===== config.mk =====
export PLATFORM = sky130hd
export DESIGN_NAME = bsg_mux_one_hot_pipe_flat
export DESIGN_NICKNAME = d
export VERILOG_FILES = /design/src/rtl/bsg_mux_one_hot_pipe_if.sv /design/src/rtl/bsg_mux_one_hot_pipe.sv /design/src/flat_wrapper.sv
export SDC_FILE = /design/constraint.sdc
export NUM_CORES = 1
export LEC_CHECK = 0
export ABC_AREA = 1
export CORE_UTILIZATION = 39
export DETAILED_ROUTE_END_ITERATION = 12
export PLACE_DENSITY = 0.77
export SLEW_MARGIN = 20
export SYNTH_ARGS = -nofsm -noshare
export SYNTH_HDL_FRONTEND = slang
export SYNTH_SLANG_ARGS = --single-unit

===== constraint.sdc =====
create_clock -name clk_i -period 2.2 [get_ports clk_i]
set_input_delay 0.44 -clock clk_i [delete_from_list [all_inputs] [get_ports clk_i]]
set_output_delay 0.44 -clock clk_i [all_outputs]
set_load 0.01 [all_outputs]

===== src/rtl/bsg_mux_one_hot_pipe_if.sv =====
// Handshake bundle for bsg_mux_one_hot_pipe: upstream beat in, buffered beat out.
// slave = the pipe's own view, master = the view of whoever drives it.
interface bsg_mux_one_hot_pipe_if #(
  parameter int width_p         = 41,
  parameter int els_p           = 4,
  parameter int err_cnt_width_p = 8
);
  logic                       v_i;
  logic                       ready_o;
  logic [els_p*width_p-1:0]   data_i;
  logic [els_p-1:0]           sel_one_hot_i;
  logic                       v_o;
  logic                       ready_i;
  logic [width_p-1:0]         data_o;
  logic                       sel_err_o;
  logic [err_cnt_width_p-1:0] err_cnt_o;

  modport slave (
    input  v_i, data_i, sel_one_hot_i, ready_i,
    output ready_o, v_o, data_o, sel_err_o, err_cnt_o
  );

  modport master (
    output v_i, data_i, sel_one_hot_i, ready_i,
    input  ready_o, v_o, data_o, sel_err_o, err_cnt_o
  );
endinterface


===== src/rtl/bsg_mux_one_hot_pipe.sv =====
// One-hot AND/OR mux feeding a 2-entry elastic output buffer, with a
// non-one-hot select flag carried per beat and a saturating error counter.
module bsg_mux_one_hot_pipe #(
  parameter int width_p         = 41,
  parameter int els_p           = 4,
  parameter int check_one_hot_p = 1,
  parameter int err_cnt_width_p = 8
) (
  input  logic                   clk_i,
  input  logic                   reset_n_i,
  bsg_mux_one_hot_pipe_if.slave  pipe_io
);

  typedef struct packed {
    logic               err;
    logic [width_p-1:0] data;
  } entry_t;

  logic [width_p-1:0] mux_data;
  logic               sel_err;
  logic               enq, deq;
  logic [1:0]         cnt_q, cnt_d;
  logic               ready_q;
  entry_t             head_q, head_d, tail_q, tail_d, new_entry;

  // Multi-hot selects OR together; an all-zero select yields zero.
  always_comb begin
    mux_data = '0;
    for (int k = 0; k < els_p; k++)
      mux_data = mux_data | (pipe_io.data_i[k*width_p +: width_p] & {width_p{pipe_io.sel_one_hot_i[k]}});
  end

  if (check_one_hot_p != 0) begin : g_check
    localparam int pc_w = $clog2(els_p + 1);
    logic [pc_w-1:0]            ones;
    logic [err_cnt_width_p-1:0] err_cnt_q, err_cnt_d;

    always_comb begin
      ones = '0;
      for (int k = 0; k < els_p; k++)
        ones = ones + pc_w'(pipe_io.sel_one_hot_i[k]);
    end
    assign sel_err = (ones != pc_w'(1));

    // Counted at enqueue time so a beat stuck in the buffer is already counted.
    always_comb begin
      err_cnt_d = err_cnt_q;
      if (enq && sel_err && (err_cnt_q != '1))
        err_cnt_d = err_cnt_q + err_cnt_width_p'(1);
    end

    always_ff @(posedge clk_i) begin
      if (!reset_n_i) err_cnt_q <= '0;
      else            err_cnt_q <= err_cnt_d;
    end
    assign pipe_io.err_cnt_o = err_cnt_q;
  end else begin : g_nocheck
    assign sel_err           = 1'b0;
    assign pipe_io.err_cnt_o = '0;
  end

  assign new_entry = '{err: sel_err, data: mux_data};
  assign enq       = pipe_io.v_i & ready_q;
  assign deq       = (cnt_q != 2'd0) & pipe_io.ready_i;

  // head_q is always the oldest entry; tail_q only holds data when cnt_q == 2.
  always_comb begin
    cnt_d  = cnt_q;
    head_d = head_q;
    tail_d = tail_q;
    case (cnt_q)
      2'd0: if (enq) begin
        head_d = new_entry;
        cnt_d  = 2'd1;
      end
      2'd1: if (enq && deq) begin
        head_d = new_entry;
      end else if (enq) begin
        tail_d = new_entry;
        cnt_d  = 2'd2;
      end else if (deq) begin
        cnt_d  = 2'd0;
      end
      2'd2: if (deq) begin
        head_d = tail_q;
        cnt_d  = 2'd1;
      end
      default: cnt_d = 2'd0;
    endcase
  end

  always_ff @(posedge clk_i) begin
    if (!reset_n_i) begin
      cnt_q   <= 2'd0;
      ready_q <= 1'b0;
      head_q  <= '0;
      tail_q  <= '0;
    end else begin
      cnt_q   <= cnt_d;
      ready_q <= (cnt_d != 2'd2);
      head_q  <= head_d;
      tail_q  <= tail_d;
    end
  end

  assign pipe_io.ready_o   = ready_q;
  assign pipe_io.v_o       = (cnt_q != 2'd0);
  assign pipe_io.data_o    = head_q.data;
  assign pipe_io.sel_err_o = head_q.err;

endmodule

===== src/flat_wrapper.sv =====
// flat-port wrapper written by rule: the top's interface ports become plain ports
module bsg_mux_one_hot_pipe_flat 
#(
  parameter int width_p         = 41,
  parameter int els_p           = 4,
  parameter int check_one_hot_p = 1,
  parameter int err_cnt_width_p = 8
)
  (clk_i, reset_n_i, pipe_io_v_i, pipe_io_data_i, pipe_io_sel_one_hot_i, pipe_io_ready_i, pipe_io_ready_o, pipe_io_v_o, pipe_io_data_o, pipe_io_sel_err_o, pipe_io_err_cnt_o);
  bsg_mux_one_hot_pipe_if #(.width_p(width_p), .els_p(els_p), .err_cnt_width_p(err_cnt_width_p)) pipe_io_i ();
  input  logic clk_i;
  input  logic reset_n_i;
  input wire logic [$bits(pipe_io_i.v_i)-1:0] pipe_io_v_i;
  input wire logic [$bits(pipe_io_i.data_i)-1:0] pipe_io_data_i;
  input wire logic [$bits(pipe_io_i.sel_one_hot_i)-1:0] pipe_io_sel_one_hot_i;
  input wire logic [$bits(pipe_io_i.ready_i)-1:0] pipe_io_ready_i;
  output wire logic [$bits(pipe_io_i.ready_o)-1:0] pipe_io_ready_o;
  output wire logic [$bits(pipe_io_i.v_o)-1:0] pipe_io_v_o;
  output wire logic [$bits(pipe_io_i.data_o)-1:0] pipe_io_data_o;
  output wire logic [$bits(pipe_io_i.sel_err_o)-1:0] pipe_io_sel_err_o;
  output wire logic [$bits(pipe_io_i.err_cnt_o)-1:0] pipe_io_err_cnt_o;
  assign pipe_io_i.v_i = pipe_io_v_i;
  assign pipe_io_i.data_i = pipe_io_data_i;
  assign pipe_io_i.sel_one_hot_i = pipe_io_sel_one_hot_i;
  assign pipe_io_i.ready_i = pipe_io_ready_i;
  assign pipe_io_ready_o = pipe_io_i.ready_o;
  assign pipe_io_v_o = pipe_io_i.v_o;
  assign pipe_io_data_o = pipe_io_i.data_o;
  assign pipe_io_sel_err_o = pipe_io_i.sel_err_o;
  assign pipe_io_err_cnt_o = pipe_io_i.err_cnt_o;
  bsg_mux_one_hot_pipe #(.width_p(width_p), .els_p(els_p), .check_one_hot_p(check_one_hot_p), .err_cnt_width_p(err_cnt_width_p)) u_core (.clk_i(clk_i), .reset_n_i(reset_n_i), .pipe_io(pipe_io_i));
endmodule

; After elaboration in Yosys (flattened, before gate mapping)
; Cells that the tools add are included.
[word_totals]
latch_bits = 0
ram_bits = 0
inputBits = 172
mem_count = 0
out_inout_bits = 52
rom_bits = 0
reg_bits = 95
[classes]
reduce_logical = 8
bitwise = 10
add_sub_neg = 4
mux = 10
n_lt_le_gt_ge = 0
div = 0
eq_ne = 8
multipliers = 0
n_shift = 0
[ops]
columns = op, n
row1 = bitwise AND 41 bit, 4
row2 = two-way mux 42 bit, 3
row3 = case mux 42 bit (3 select lines), 1
row4 = OR 41 bit, 3
row5 = two-way mux 2 bit, 5
row6 = adder 8 x 1 -> 8 bit (second input constant), 1
row7 = != test 8 bit (second input constant), 1
row8 = adder 3 x 1 -> 3 bit, 2
row9 = != test 2 x 1 -> 1 bit (second input constant), 3
row10 = case mux 2 bit (3 select lines), 1
row11 = AND reduction 4 bit, 1
row12 = logical AND 1 bit, 3
row13 = != test 3 x 1 -> 1 bit (second input constant), 1
row14 = AND reduction 3 bit, 1
row15 = nonzero test 3 bit, 1
row16 = adder 1 x 1 -> 2 bit, 1
row17 = bitwise AND 1 bit, 2
row18 = equality test 2 x 1 -> 1 bit (second input constant), 1
row19 = equality test 2 bit (second input constant), 1
row20 = logical NOT 2 bit, 1
row21 = != test 2 bit (second input constant), 1
row22 = nonzero test 2 bit, 1
row23 = NOT 1 bit, 1

; Depth between registers and ports, before layout
; Gate-level depths: netlist (run 1).
[depth]
word_depth = 7
ltp_mapped = 12
depth_no_buf = 11

; Least setup slack after synthesis (run 1)
; OpenSTA, ideal clock, no wires.
[synth_path]
path_kind = input -> register
start = input port pipe_io_sel_one_hot_i[2]
end = register u_core.g_check.err_cnt_q[0] (netlist: u_core.pipe_io.err_cnt_o[0])
setup_slack_ns = -0.006
arrival_ns = 2.090
n_path_buf = 2
path_stages = 11
required_time_ns = 2.084
setup_time_ns = 0.116
cell_sequence = clkbuf_1 -> buf_2 -> inv_1 -> fa_1 -> inv_1 -> ha_1 -> nor2_1 -> a21oi_1 -> nand2_1 -> o21ai_0 -> nor2_1
[synth_via]
elab_chain_len = 5
[synth_rtl]
columns = element, line
row1 = from (decl), flat_wrapper.sv:15  ; input wire logic [$bits(pipe_io_i.sel_one_hot_i)-1:0] pipe_io_sel_one_hot_i;
row2 = adder 3 x 1 -> 3 bit (2 in series), bsg_mux_one_hot_pipe.sv:41  ; ones = ones + pc_w'(pipe_io.sel_one_hot_i[k]);
row3 = != test 3 x 1 -> 1 bit, bsg_mux_one_hot_pipe.sv:43  ; assign sel_err = (ones != pc_w'(1));
row4 = logical AND 1 bit (2 in series), bsg_mux_one_hot_pipe.sv:48  ; if (enq && sel_err && (err_cnt_q != '1))
row5 = to (signal assigned), bsg_mux_one_hot_pipe.sv:54  ; else err_cnt_q <= err_cnt_d;
row6 = to (decl), bsg_mux_one_hot_pipe.sv:36  ; logic [err_cnt_width_p-1:0] err_cnt_q, err_cnt_d;
; No other way between the ends.
; A chain may end at the register's enable or synchronous reset.

; Final worst setup path (run 1)
[layout_path]
start = input port pipe_io_sel_one_hot_i[0]
end = register u_core.g_check.err_cnt_q[4] (netlist: u_core.pipe_io.err_cnt_o[4])
[layout_via]
elab_chain_len = 6
[layout_rtl]
columns = element, line
row1 = adder 1 x 1 -> 2 bit, bsg_mux_one_hot_pipe.sv:41
row2 = adder 3 x 1 -> 3 bit (2 in series), bsg_mux_one_hot_pipe.sv:41
row3 = != test 3 x 1 -> 1 bit, bsg_mux_one_hot_pipe.sv:43
row4 = logical AND 1 bit (2 in series), bsg_mux_one_hot_pipe.sv:48
; No other way between the ends.

==> results of run 1 <==
[cells in the final DEF (no fill, tap or decap), types with 3 or more instances in the layout]
cell             count
buf_2                4
ha_1                 3
inv_1               21
bufinv_16            3
o21bai_1            41
buf_4                6
a21oi_1             49
clkbuf_16            9
clkdlybuf4s50_1    219
o21ai_0              4
nand2_1            361
buf_12               7
nor2_1             265
nand3_1              8
dfxtp_1             95
[path summary, 6_finish.rpt]
path,slack [ns],cells past startpoint,from,to
setup / recovery,0.23,11,pipe_io_sel_one_hot_i[0],u_core.pipe_io.err_cnt_o[4]
hold / removal,0.48,2,u_core.tail_q[9],u_core.tail_q[9]
setup reg to reg,0.66,8,u_core.pipe_io.ready_o,u_core.pipe_io.data_o[0]
hold reg to reg,0.48,2,u_core.tail_q[9],u_core.tail_q[9]
[cell usage after synthesis, drive strengths merged (2+ instances only)]
library cell / number
nand2: 361
nor2: 265
dfxtp: 95
a21oi: 51
o21bai: 41
buf: 39
inv: 23
clkbuf: 16
nand3: 8
o21ai: 4
ha: 3
nand4: 2
xor2: 2
[worst max-delay path, cell delays in order]
cell     delay [ns]
buf_2          0.11
ha_1           0.27
inv_1          0.06
fa_1           0.36
inv_1          0.07
ha_1           0.21
nor2_1         0.17
a21oi_2        0.11
nand2_1        0.18
nand2_1        0.09
a21oi_1        0.15
[sequential cells by signal (all words and copies together) (netlist names)]
register	count
u_core.pipe_io.err_cnt_o	8
u_core.tail_q	42
u_core.pipe_io.ready_o	1
u_core.pipe_io.sel_err_o	1
u_core.pipe_io.data_o	41
u_core.cnt_q	2
[layer usage]
layer / track usage [%] / up-vias / wire length [um]
met3: 4.93 / 21 / 929
met4: 8.62 / 0 / 316
met2: 38.7 / 164 / 7430
met1: 26.0 / 2592 / 7130
li1: - / 3173 / -
met5: 0 / - / 0
[area by class of cell]
cell class              instances  area, um2
fillers                      1287       5280
multi-input cells             739       3080
repair buffers                236       2400
flip-flops and latches         95       1900
clock buffers                  11        233
well taps                     176        220
clock inverters                 4       95.1
inverters                      23       86.3
[per-stage QoR]
step / hold WS, ns / std cells / TNS [ns] / cell area [um2] / util, %
2_1_floorplan: 0.424 / 912 / 0 / 5340 / -
3_3_place_gp: 0.445 / 1269 / -0.0612 / 7690 / 57.8
3_5_place_dp: 0.465 / 1269 / -0.362 / 7690 / 57.8
4_1_cts: 0.475 / 1284 / 0 / 8020 / 60.3
5_1_grt: 0.494 / 1284 / 0 / 8020 / 60.3
6_report: 0.483 / 1284 / 0 / 8020 / 60.3
[report_power, final]
group | total [mW] | internal (mW) | switching, mW
combinational | 1.13 | 0.609 | 0.519
sequential | 1.87 | 1.82 | 0.0531
clock | 1.74 | 1.10 | 0.632
[kinds of logic (layout without fill, tap and decap cells)]
family                   after synthesis  count (layout)
AO/OA/AOI/OAI                         96              96
XOR/XNOR                               3               3
adder cells (fa/ha/maj)                4               4
buffers and inverters                 78             274
flip-flops                            95              95
AND/OR/NAND/NOR                      636             636
==> flow_metrics.env, run 1 <==
export IMPL_setup_slack_ns=0.228
export IMPL_timing_fmax_mhz=507
export IMPL_final_nets=1280
export IMPL_via_per_inst=4.63
export IMPL_yosys_warnings=0
export IMPL_drive_above_1_share_pct=3.07
export IMPL_p_total_mw=4.74
export IMPL_synth_simple_gate_area_share_pct=45.0
export IMPL_wl_per_cell_um=12.3
export IMPL_status="finished clean"
export IMPL_synthMuxAreaShare_pct=0
export IMPL_antenna_found_initial=0
export IMPL_relSlewSlack_pct=63.9
export IMPL_antennaDiodeCount=0
export IMPL_grt_pass1_vias=5455
export IMPL_synth_compound_area_share_pct=11.0
export IMPL_grt_pass1_wl_um=25400
export IMPL_hold_path_class="reg2reg"
export IMPL_clk_pin_slew_ns=0.06
export IMPL_start_util_pct=40.1
export IMPL_drv_slew=0
export IMPL_synth_top_area_share_pct=35.6
export IMPL_coreArea_um2=13300
export IMPL_area_growth_pct=50.3
export IMPL_cts_tree="yes"
export IMPL_synth_flop_cell="dfxtp_1"
export IMPL_die_h_um=119
export IMPL_clk_latency_ns=0.33
export IMPL_grt_overflow_total=0
export IMPL_syn_area_um2=5340
export IMPL_synthAdderAreaFrac_pct=1.08
export IMPL_fin_crit_sh_pct=89.6
export IMPL_pre_cts_ws_ns=-0.111
export IMPL_num_vias=5950
export IMPL_synth_top_area_cell="dfxtp_1"
export IMPL_grt_use_total_pct=22.1
export IMPL_hold_buffers=0
export IMPL_hpwl_um=11000
export IMPL_ys_ff_latch=95
export IMPL_ctsResizeCount=0
export IMPL_clkSinkCount=95
export IMPL_dieArea_um2=14200
export IMPL_syn_nets=1088
export IMPL_drtIter0Drc=304
export IMPL_synth_xor_area_share_pct=0.492
export IMPL_clockRootBuffer="clkbuf_16"
export IMPL_async_reset_ff_share_pct=0
export IMPL_drt_pre_antenna_iters=4
export IMPL_p_leak_nw=3.73
export IMPL_hold_viol=0
export IMPL_drc=0
export IMPL_crit_fanout=6
export IMPL_fin_crit_ns=1.97
export IMPL_cts_buffers=9
export IMPL_postCtsSetupRepairBufs=0
export IMPL_routed_wl_um=15800
export IMPL_place_gp_congestion=0.851
export IMPL_die_w_um=119
export IMPL_synth_area_leaders="dfxtp_1 36%, nand2_1 25%, nor2_1 19%"
export IMPL_port_buffers=223
export IMPL_rsz0062_at_grt="false"
export IMPL_critPathKind="in2reg"
export IMPL_syn_area_per_cell_um2=5.85
export IMPL_h_tree_depth=3
export IMPL_num_rows=42
export IMPL_synth_edf_count=0
export IMPL_max_cap_viol_count=0
export IMPL_synth_distinct_cells=19
export IMPL_startpoint_type="input pin"
export IMPL_finalSetupViolCount=0
export IMPL_synth_top_family_by_area="simple AND/OR/NAND/NOR gates"
export IMPL_critPathRequiredTime_ns=2.46
export IMPL_finalClockSkew_ns=0.00796
export IMPL_power_density_nw_per_um2=591
export IMPL_syn_inst=912
export IMPL_ir_worst_vdd_mv=0.407
export IMPL_crit_path_end_kind="flop"
export IMPL_drtAntennaViolNets=0
export IMPL_grt_max_degree=53
export IMPL_ios=224
export IMPL_yosysSeqAreaShare_pct=35.6
export IMPL_clk_path_buf_depth=2
export IMPL_tightest_slew_ns=0.541
export IMPL_cp_arrival_ns=2.23
Note: power is estimated with default switching activity, not from simulation.
==> run 2: changes to the inputs <==
--- a/config.mk
+++ b/config.mk
@@ -6,9 +6,9 @@
 export NUM_CORES = 1
 export LEC_CHECK = 0
 export ABC_AREA = 1
-export CORE_UTILIZATION = 39
+export CORE_UTILIZATION = 43
 export DETAILED_ROUTE_END_ITERATION = 12
-export PLACE_DENSITY = 0.77
+export PLACE_DENSITY = 0.81
 export SLEW_MARGIN = 20
 export SYNTH_ARGS = -nofsm -noshare
 export SYNTH_HDL_FRONTEND = slang
==> constraint.sdc (replaced) <==
create_clock -name clk_i -period 2.22 [get_ports clk_i]
set_input_delay 0.444 -clock clk_i [delete_from_list [all_inputs] [get_ports clk_i]]
set_output_delay 0.444 -clock clk_i [all_outputs]
set_load 0.01 [all_outputs]
==> flow_metrics.env, run 2 (synthesis results as in run 1) <==
export IMPL_final_nets=1286
export IMPL_whs_ns=0.459
export IMPL_ios=224
export IMPL_crit_path_end_kind="flop"
export IMPL_clockRootBuffer="clkbuf_16"
export IMPL_drtAntennaViolNets=0
export IMPL_start_util_pct=44.2
export IMPL_grt_overflow_total=0
export IMPL_ir_worst_vdd_mv=0.359
export IMPL_hold_viol=0
export IMPL_cp_arrival_ns=2.35
export IMPL_final_cell_mix="360 x nand2_1, 263 x nor2_1, 221 x clkdlybuf4s50_1"
export IMPL_port_buffers=223
export IMPL_grt_pass1_vias=5348
export IMPL_hold_buffers=0
export IMPL_antennaDiodeCount=0
export IMPL_hold_end="u_core.tail_q[41]"
export IMPL_area_growth_pct=50.7
export IMPL_grt_use_total_pct=24.6
export IMPL_r2r_cells=7
export IMPL_largest_register="u_core.tail_q"
export IMPL_via_per_inst=4.67
export IMPL_antenna_found_initial=0
export IMPL_critPathRequiredTime_ns=2.46
export IMPL_fin_crit_sh_pct=95.1
export IMPL_r2r_end="u_core.pipe_io.data_o[21]"
export IMPL_num_vias=5989
export IMPL_relSlewSlack_pct=64.4
export IMPL_coreArea_um2=12100
export IMPL_clk_pin_slew_ns=0.06
export IMPL_hpwl_um=11200
export IMPL_dieArea_um2=12900
export IMPL_cts_buffers=9
export IMPL_max_cap_viol_count=0
export IMPL_crit_fanout=3
export IMPL_h_tree_depth=3
export IMPL_min_delay_start="u_core.tail_q[41]"
export IMPL_critPathKind="in2reg"
export IMPL_timing_fmax_mhz=474
export IMPL_drtIter0Drc=234
export IMPL_tightest_slew_ns=0.533
export IMPL_p_leak_nw=3.74
export IMPL_finalSetupViolCount=0
export IMPL_p_total_mw=4.56
export IMPL_power_density_nw_per_um2=567
export IMPL_wl_per_cell_um=12.4
export IMPL_drive_above_1_share_pct=3.77
export IMPL_ff2ff_setup_slack_ns=0.59
export IMPL_routed_wl_um=15900
export IMPL_num_rows=40
export IMPL_largest_reg_flops=42
export IMPL_clkSinkCount=95
export IMPL_rsz0062_at_grt="false"
export IMPL_clk_latency_ns=0.34
export IMPL_drt_pre_antenna_iters=6
export IMPL_die_h_um=113
export IMPL_startpoint_type="input pin"
export IMPL_fill_cells=1125
export IMPL_hold_path_class="reg2reg"
export IMPL_r2r_start="u_core.cnt_q[0]"
export IMPL_cts_tree="yes"
export IMPL_grt_max_degree=43
export IMPL_fin_crit_ns=2.11
export IMPL_drv_slew=0
export IMPL_finalClockSkew_ns=0.00481
export IMPL_clk_path_buf_depth=2
export IMPL_die_w_um=113
export IMPL_status="finished clean"
export IMPL_grt_pass1_wl_um=25300
export IMPL_place_gp_congestion=0.830
export IMPL_layout_commonest_cell="nand2_1"
export IMPL_hold_path_cell_count=2
export IMPL_drc=0
-- run 2: changes by cell type in the layout (fill, tap and decap cells not counted), moves of 2 or more --
cell             delta
buf_4               +6
buf_2               -2
bufinv_16           -2
clkbuf_8            +2
clkdlybuf4s50_1     +2
nor2_1              -2
nor2_2              +2
-- run 2: how the worst max path moves through the flow --
stage	slack, ns	end	from	depth (start not counted)
floorplan	0.01	u_core.pipe_io.err_cnt_o[0]	pipe_io_sel_one_hot_i[2]	11
global placement	-0.30	u_core.pipe_io.err_cnt_o[0]	pipe_io_sel_one_hot_i[2]	10
detailed placement	-0.31	u_core.pipe_io.err_cnt_o[0]	pipe_io_sel_one_hot_i[2]	10
CTS	0.09	u_core.pipe_io.err_cnt_o[3]	pipe_io_sel_one_hot_i[2]	10
global route	0.001	u_core.pipe_io.err_cnt_o[7]	pipe_io_sel_one_hot_i[2]	11
finish	0.11	u_core.pipe_io.err_cnt_o[6]	pipe_io_sel_one_hot_i[2]	12
-- run 2: metal layers --
metal  track usage [%]  routed length, um  vias to the layer above
met3              4.41                825                       22
li1                  -                  -                     3186
met4              8.77                278                        0
met1              31.9               7360                     2623
met5                 0                  0                        -
met2              41.1               7470                      158
-- run 2: what timing repair did --
item | CTS | global route
setup endpoints to repair | 1 | 6
setup buffers | 0 | 1
resized for setup | 1 | 3
pin swaps | 0 | 1
-- run 2: through the flow --
step,util (%),setup slack [ns],cells,cell area [um2],setup TNS (ns)
after floorplan,-,0.00985,912,5340,0
after global placement,64.0,-0.304,1266,7720,-2.18
after detailed placement,64.0,-0.311,1266,7720,-2.35
after CTS,66.5,0.0929,1281,8030,0
after global routing,66.7,0.000986,1282,8040,0
final,66.7,0.109,1282,8040,0
-- run 2: cell type report --
class | instances | area [um2] | area share [%]
multi-input combinational | 739 | 3090 | 38.4
timing repair buffer | 242 | 2450 | 30.5
sequential | 95 | 1900 | 23.7
clock buffer | 12 | 256 | 3.19
tap | 168 | 210 | 2.61
inverter | 23 | 86.3 | 1.07
clock inverter | 3 | 42.5 | 0.529
-- run 2: where the power goes --
group          internal (mW)  switching (mW)  total [mW]
clock network          0.927           0.634        1.56
registers               1.80          0.0553        1.86
logic                  0.616           0.522        1.14
total                   3.35            1.21        4.56
-- run 2: critical path: stages --
cell and delay, ns:
clkdlybuf4s50_1 0.54, inv_1 0.08, fa_1 0.41, inv_1 0.06
ha_1 0.22, nor2_2 0.14, a21oi_2 0.10, buf_4 0.14
nand3_1 0.08, nand2_1 0.05, nand2_1 0.05, nor2_1 0.03
